$ cat src/rtl/core_pkg.sv
// Shared constants and pipeline-register payload types for the 5-stage core.
package core_pkg;

    localparam int unsigned XLEN       = 32;
    localparam int unsigned INSTR_W    = 32;
    localparam int unsigned RS1_LSB    = 15;
    localparam int unsigned RS2_LSB    = 20;
    localparam int unsigned REG_ADDR_W = 5;

    // addi x0, x0, 0
    localparam logic [INSTR_W-1:0] INSTR_NOP = 32'h0000_0013;

    typedef struct packed {
        logic                valid;
        logic [INSTR_W-1:0]  instr;
        logic [XLEN-1:0]     pc;
    } if_id_t;

    // Empty pipeline slot: not valid, NOP opcode, zero address
    localparam if_id_t IF_ID_BUBBLE = '{valid: 1'b0, instr: INSTR_NOP, pc: '0};

endpackage

$ cat src/rtl/if_id_reg.sv
// IF/ID pipeline register with hold and bubble-injecting flush (flush beats hold).
module if_id_reg
    import core_pkg::*;
(
    input  logic   clk_i,
    input  logic   rst_i,
    input  logic   hold_i,
    input  logic   flush_i,
    input  if_id_t d_i,
    output if_id_t q_o
);

    // Flush inserts a bubble, hold keeps the current slot, otherwise load
    always_ff @(posedge clk_i or posedge rst_i) begin
        if (rst_i) begin
            q_o <= IF_ID_BUBBLE;
        end else if (flush_i) begin
            q_o <= IF_ID_BUBBLE;
        end else if (!hold_i) begin
            q_o <= d_i;
        end
    end

endmodule

$ cat src/rtl/fetch_stage.sv
// Instruction fetch: owns the PC, the IF/ID register and the stall/flush counters.
module fetch_stage #(
    parameter int unsigned          XLEN     = 32,
    parameter logic [XLEN-1:0]      RESET_PC = '0,
    parameter int unsigned          CNT_W    = 32
) (
    input  logic              clk_i,
    input  logic              rst_i,
    input  logic              stall_i,
    input  logic              redirect_i,
    input  logic [XLEN-1:0]   redirect_pc_i,
    output logic [XLEN-1:0]   imem_addr_o,
    input  logic [31:0]       imem_data_i,
    output logic              decode_valid_o,
    output logic [31:0]       decode_instr_o,
    output logic [XLEN-1:0]   decode_pc_o,
    output logic [XLEN-1:0]   decode_pc_plus4_o,
    output logic [4:0]        decode_rs1_addr_o,
    output logic [4:0]        decode_rs2_addr_o,
    output logic [CNT_W-1:0]  stall_cnt_o,
    output logic [CNT_W-1:0]  flush_cnt_o
);

    import core_pkg::*;

    localparam logic [XLEN-1:0]  PC_STEP   = XLEN'(4);
    localparam logic [XLEN-1:0]  ALIGN_MSK = ~XLEN'(3);
    localparam logic [CNT_W-1:0] CNT_MAX   = '1;

    logic [XLEN-1:0]  pc_q;
    logic [XLEN-1:0]  pc_d;
    logic [CNT_W-1:0] stall_cnt_q;
    logic [CNT_W-1:0] flush_cnt_q;
    if_id_t           if_id_d;
    if_id_t           if_id_q;

    // Next PC: redirect (word-aligned) beats stall, otherwise sequential (wraps)
    always_comb begin
        pc_d = pc_q;
        if (redirect_i) begin
            pc_d = redirect_pc_i & ALIGN_MSK;
        end else if (!stall_i) begin
            pc_d = pc_q + PC_STEP;
        end
    end

    // Program counter
    always_ff @(posedge clk_i or posedge rst_i) begin
        if (rst_i) begin
            pc_q <= RESET_PC;
        end else begin
            pc_q <= pc_d;
        end
    end

    // Candidate IF/ID contents: the word fetched this cycle at pc_q
    always_comb begin
        if_id_d       = IF_ID_BUBBLE;
        if_id_d.valid = 1'b1;
        if_id_d.instr = imem_data_i;
        if_id_d.pc    = pc_q;
    end

    if_id_reg u_if_id (
        .clk_i   (clk_i),
        .rst_i   (rst_i),
        .hold_i  (stall_i),
        .flush_i (redirect_i),
        .d_i     (if_id_d),
        .q_o     (if_id_q)
    );

    // Saturating counters: redirects taken, and stall cycles that held a real instruction
    always_ff @(posedge clk_i or posedge rst_i) begin
        if (rst_i) begin
            stall_cnt_q <= '0;
            flush_cnt_q <= '0;
        end else if (redirect_i) begin
            if (flush_cnt_q != CNT_MAX) begin
                flush_cnt_q <= flush_cnt_q + CNT_W'(1);
            end
        end else if (stall_i && if_id_q.valid) begin
            if (stall_cnt_q != CNT_MAX) begin
                stall_cnt_q <= stall_cnt_q + CNT_W'(1);
            end
        end
    end

    // Bubbles report x0 sources so they never look like a hazard
    always_comb begin
        decode_rs1_addr_o = '0;
        decode_rs2_addr_o = '0;
        if (if_id_q.valid) begin
            decode_rs1_addr_o = if_id_q.instr[RS1_LSB +: REG_ADDR_W];
            decode_rs2_addr_o = if_id_q.instr[RS2_LSB +: REG_ADDR_W];
        end
    end

    assign imem_addr_o       = pc_q;
    assign decode_valid_o    = if_id_q.valid;
    assign decode_instr_o    = if_id_q.instr;
    assign decode_pc_o       = if_id_q.pc;
    assign decode_pc_plus4_o = if_id_q.pc + PC_STEP;
    assign stall_cnt_o       = stall_cnt_q;
    assign flush_cnt_o       = flush_cnt_q;

endmodule

$ cat config.mk
export PLATFORM = sky130hd
export DESIGN_NAME = fetch_stage
export DESIGN_NICKNAME = d
export VERILOG_FILES = /design/src/rtl/core_pkg.sv /design/src/rtl/if_id_reg.sv /design/src/rtl/fetch_stage.sv
export SDC_FILE = /design/constraint.sdc
export NUM_CORES = 1
export LEC_CHECK = 0
export BUFFER_PORTS_ARGS = -buffer_cell sky130_fd_sc_hd__buf_4
export CAP_MARGIN = 30
export CORE_MARGIN = 3
export CORE_UTILIZATION = 30
export CTS_BUF_LIST = sky130_fd_sc_hd__clkbuf_8
export CTS_CLUSTER_SIZE = 25
export DETAILED_ROUTE_END_ITERATION = 8
export SYNTH_ARGS = -nofsm -noshare
export SYNTH_HDL_FRONTEND = slang
export SYNTH_SLANG_ARGS = --single-unit
$ cat constraint.sdc
create_clock -name clk_i -period 9.14 [get_ports clk_i]
set_clock_uncertainty 0.1 [all_clocks]
set_input_delay 0.914 -clock clk_i [delete_from_list [all_inputs] [get_ports clk_i]]
set_output_delay 0.914 -clock clk_i [all_outputs]
set_load 0.05 [all_outputs]
Yosys cells after proc, flatten, opt, wreduce, memory -nomap -nowiden
Cells that the tools add are included.
{"block": "totals", "reg_bits": 161, "latch_bits": 0, "ram_bits": 0, "romBits": 0, "mem_count": 0}
{"block": "op_classes", "addsub": 4, "mul": 0, "div": 0, "order_cmp": 0, "n_eq_ne": 3, "shift": 0, "mux": 6, "n_bitwise": 1, "reduce_logical": 3}
{"op": "$mux W65", "count": 2}
{"op": "$add A32 B1 Y32 const B", "count": 2}
{"op": "$add A32 B3 Y32 const B", "count": 2}
{"op": "$mux W32", "count": 2}
{"op": "$ne A32 B32 Y1 const B", "count": 2}
{"op": "$mux W5", "count": 2}
{"op": "$reduce_and A3 Y1", "count": 1}
{"op": "$ne A2 B1 Y1 const B", "count": 1}
{"op": "$reduce_and A2 Y1", "count": 1}
{"op": "$logic_and A1 B1 Y1", "count": 1}
{"op": "$not A1 Y1", "count": 1}

Logic depth before layout (Yosys ltp)
{"block": "logic_depth", "depth_word": 3, "depth_mapped": 7, "depth_no_buf": 6}

Cells and area by module
From an unflattened synthesis, not the netlist that was laid out.
{"block": "unflattened", "hier_cells": 791, "area_unflattened_um2": 8059.0}
{"module": "fetch_stage", "instances": 1, "cells_per_inst": 580, "area_each_um2": 5360.1}
{"module": "if_id_reg", "instances": 1, "cells_per_inst": 211, "area_each_um2": 2698.8}

Worst setup path after synthesis
No wires, ideal clock.
{"block": "synth_path", "path_type": "register to output", "start": "register u_if_id.q_o[2] (netlist bit)", "end": "output port decode_pc_plus4_o[30]", "arrival_time_ns": 2.679, "t_required_ns": 8.126, "slack_ns": 5.447, "path_stages_with_launch": 7, "path_cell_list": "dfrtp_1 -> ha_1 -> nand2_1 -> or3_1 -> nor2b_1 -> nand3_1 -> xnor2_1"}
{"block": "synth_between", "elab_chain_cells": 1}
{"item": "start, declared", "line_no": "if_id_reg.sv:10", "rtl": "output if_id_t q_o"}
{"item": "start signal, assigned", "line_no": "if_id_reg.sv:20", "rtl": "q_o <= d_i;"}
{"item": "$add A32 B3 Y32", "line_no": "fetch_stage.sv:103", "rtl": "assign decode_pc_plus4_o = if_id_q.pc + PC_STEP;"}
{"item": "end, declared", "line_no": "fetch_stage.sv:17", "rtl": "output logic [XLEN-1:0] decode_pc_plus4_o,"}
Every way passes these cells.

Worst setup path in the final report
{"block": "layout_path", "start": "register u_if_id.q_o[4] (netlist bit)", "end": "output port decode_pc_plus4_o[31]"}
Same word-level chain as after synthesis.

==> out/summary.log <==
INFO  sta            timing.setup.tns=0ns
INFO  sta            worst-slew-pin-transition=0.834ns
INFO  run            max_cap_violations=0
INFO  drt            postRouteWirelength=22.5mm
INFO  synthesis      synth_cell_type_count=51
INFO  drt            met2RoutedLength=10.5mm
INFO  synthesis      async_set_or_reset_flop_fraction_in_the_synthesized_netlist=1.00
INFO  sta            fmax=251MHz
INFO  synthesis      yosys_warnings=0
INFO  placed_design  dpl_worst_slack=5.71ns
INFO  synthesis      syn_area_per_cell=10.1µm²
INFO  placed_design  dp_cells=1,350
INFO  sta            timing.final.hold_violations=0
INFO  synthesis      synth.cell_area=0.00791mm²
INFO  layout         finish.cell_count_without_fillers=1,383
INFO  synthesis      synth_top_cell_by_area=sky130_fd_sc_hd__dfrtp_1
INFO  die            core_area=0.0255mm²
INFO  clocking       root_buffer=sky130_fd_sc_hd__clkbuf_8
INFO  sta            max_slew_margin=0.441
INFO  worst_setup_path cp-start-kind=flip-flop
INFO  layout         multi_input_area=0.00376mm²
INFO  drt            drt_first_iter_violations=309
INFO  drt            routed_via_density=4.84
INFO  clocking       ctsHoldBuffers=0
INFO  clocking       cts_tree=yes
INFO  synthesis      synth_seq_area_share=0.501
INFO  synthesis      post_synth_inst_count=781
INFO  die            die_height=168µm
INFO  worst_setup_path critical_path_arrival=2.98ns
INFO  drt            drc=0
INFO  worst_setup_path worst_r2r_startpoint=flush_cnt_o[0]$_DFFE_PP0P_
INFO  layout         layout.cells.most_common=sky130_fd_sc_hd__buf_4
INFO  drt            met3_wirelength=1.81mm
INFO  layout         syn2layout_area_growth=34.7%
INFO  clocking       numCtsBuffers=17
INFO  grt            grt_pass1_wl=36.5mm
INFO  die            initial_core_util=0.309
INFO  worst_setup_path setup.reg_to_reg.worst_slack=6.58ns
INFO  drt            drt_first_pass_iters=6
INFO  worst_hold_path worst_hold_path_type=reg -> reg
INFO  layout         most-common-layout-cells=sky130_fd_sc_hd__buf_4, sky130_fd_sc_hd__dfrtp_1, sky130_fd_sc_hd__nor2_1
INFO  synthesis      synth_largest_type_area_fraction=0.491
INFO  drt            wl_per_cell=16.3µm
INFO  worst_setup_path path_class=reg -> out
INFO  sta            final-setup-viol-count=0
INFO  sta            setup_ws=5.15ns
INFO  drt            routed-via-count=6,688
INFO  layout         fillerInstances=2,579
INFO  placed_design  hpwl=16.5mm
INFO  sta            timing.final.max_slew_violations=0
INFO  die            top_level_i_o_count=271
INFO  clocking       h_tree_levels=4
INFO  clocking       clk_pin_slew=0.09ns
INFO  sta            setup_repair_after_global_routing_missed_its_margin=no
INFO  synthesis      synthFlopType=sky130_fd_sc_hd__dfrtp_1
INFO  power_and_ir_drop pwr_density_cell=177mW/mm²
INFO  worst_setup_path rr_endpoint=flush_cnt_o[15]$_DFFE_PP0P_
INFO  clocking       worst_skew_pair.late_latency=0.44ns
INFO  die            die_area=0.0283mm²
INFO  die            rows=58
INFO  drt            top_layer_used=met4
INFO  worst_setup_path cp-end-kind=output pin
INFO  worst_setup_path timing.critical_path.required=8.13ns
INFO  worst_hold_path whs_endpoint=flush_cnt_o[30]$_DFFE_PP0P_
INFO  clocking       post-cts-setup-buffer-count=0
INFO  grt            grtUsageTotal=0.158
INFO  power_and_ir_drop ir_drop=0.000178V
INFO  placed_design  gp_congestion=0.816
INFO  grt            grt_start_max_net_pins=88
INFO  layout         antenna_cells_inserted=0
INFO  run_status     outcome=complete, no violations
INFO  grt            overflow=0
INFO  layout         drive_above_1_share=0.307
INFO  power_and_ir_drop total_leakage_power=5.15nW
INFO  sta            min_hold_slack=0.414ns
INFO  grt            grt_antenna_before_repair=0
INFO  synthesis      synth-seq-cells=158
INFO  worst_setup_path r2r_cells=6
INFO  sta            fin_crit=3.99ns
INFO  synthesis      synthTopCellsByArea=sky130_fd_sc_hd__dfrtp_1, sky130_fd_sc_hd__xnor2_1, sky130_fd_sc_hd__mux2i_1
INFO  worst_hold_path worst_hold_path.num_cells=1
INFO  worst_hold_path holdCritStartpoint=flush_cnt_o[30]$_DFFE_PP0P_
INFO  grt            first_global_vias=6,491
INFO  clocking       tritoncts_num_sinks=158
INFO  drt            drt.antenna.violating_nets=0
INFO  clocking       ctsResizeCount=0
INFO  worst_setup_path critical_path_peak_fanout=8
INFO  drt            wl_met1=9.88mm
INFO  sta            finalCritPeriodShare=0.436
INFO  die            die_width=168µm
INFO  placed_design  placement.io_buffers=266
INFO  layout         finalNetCount=1,112
INFO  layout         seqCellArea=0.00396mm²
INFO  synthesis      synth_edf_count=0
INFO  clocking       clock_tree.buffer_depth=2
==> worst max-delay path, cell delays in order (launching register included) <==
cell                      delay [ns]
sky130_fd_sc_hd__dfrtp_1        0.53
sky130_fd_sc_hd__nand3_1        0.25
sky130_fd_sc_hd__nor3_1         0.69
sky130_fd_sc_hd__and2_1         0.35
sky130_fd_sc_hd__nand4_1        0.17
sky130_fd_sc_hd__xnor2_1        0.28
sky130_fd_sc_hd__buf_4          0.26
==> registers in the layout, summed over array words and instances, names as in the netlist <==
register     cells
imem_addr_o     30
u_if_id.q_o     64
stall_cnt_o     32
flush_cnt_o     32
==> power breakdown <==
| group | switching [mW] | total (mW) | internal [mW] | leakage, nW |
|---|---|---|---|---|
| clock network | 0.289 | 0.565 | 0.276 | 0.207 |
| logic | 0.335 | 0.491 | 0.157 | 2.86 |
| registers | 0.0750 | 0.825 | 0.750 | 2.08 |
| total | 0.699 | 1.88 | 1.18 | 5.15 |
==> layout make-up <==
type,instances,share of cell area
Clock inverter,15,0.0174
Sequential cell,158,0.372
Timing Repair Buffer,270,0.192
Inverter,11,0.00435
Clock buffer,17,0.0220
Multi-Input combinational cell,582,0.354
Tap cell,330,0.0388
==> logic make-up after synthesis <==
group           Yosys count  share of synthesized area
other cells               1                   0.000474
mux                      60                     0.0764
buf+inv                  42                     0.0236
simple gates            352                      0.225
flops                   158                      0.501
compound gates           48                     0.0393
fa+ha+maj                 4                    0.00633
xor+xnor                116                      0.129
==> per-stage QoR <==
step	total power [mW]	instance area, µm²	util
2_1_floorplan	1.16	7910	-
3_3_place_gp	1.33	10200	0.399
3_5_place_dp	1.33	10200	0.399
4_1_cts	1.91	10600	0.416
5_1_grt	1.97	10600	0.417
6_report	1.88	10600	0.417
==> per-layer routing <==
metal  GRT usage  vias to the layer above
met3      0.0514                       23
met5           0                        -
li1            -                     3211
met1       0.208                     3234
met4      0.0438                        0
met2       0.252                      220
==> synthesized netlist by cell type (5+ instances only) <==
master,instances
sky130_fd_sc_hd__nand4_1,38
sky130_fd_sc_hd__nor4_1,7
sky130_fd_sc_hd__nand2_1,78
sky130_fd_sc_hd__o21ai_0,29
sky130_fd_sc_hd__nor3_1,25
sky130_fd_sc_hd__and3_1,14
sky130_fd_sc_hd__nor2b_1,6
sky130_fd_sc_hd__nor2_1,91
sky130_fd_sc_hd__dfrtp_1,155
sky130_fd_sc_hd__and4_1,5
sky130_fd_sc_hd__nand3_1,46
sky130_fd_sc_hd__buf_4,6
sky130_fd_sc_hd__buf_2,5
sky130_fd_sc_hd__xnor2_1,69
sky130_fd_sc_hd__clkbuf_1,18
sky130_fd_sc_hd__and2_1,16
sky130_fd_sc_hd__xor2_1,47
sky130_fd_sc_hd__mux2i_1,57
sky130_fd_sc_hd__a21oi_1,5
sky130_fd_sc_hd__inv_1,11
==> how the worst max path moves through the flow <==
stage,slack [ns],to,cells after the start,start
3_3_place_gp,5.68,decode_pc_plus4_o[31],6,u_if_id.q_o[4]$_DFFE_PP0N_
3_5_place_dp,5.71,decode_pc_plus4_o[31],6,u_if_id.q_o[4]$_DFFE_PP0N_
5_1_grt,4.99,decode_pc_plus4_o[31],6,u_if_id.q_o[4]$_DFFE_PP0N_
2_1_floorplan,3.87,flush_cnt_o[0]$_DFFE_PP0P_,1,rst_i
4_1_cts,5.18,decode_pc_plus4_o[31],6,u_if_id.q_o[4]$_DFFE_PP0N_
6_report,5.15,decode_pc_plus4_o[31],6,u_if_id.q_o[4]$_DFFE_PP0N_
Power figures use the tool's default switching activity.
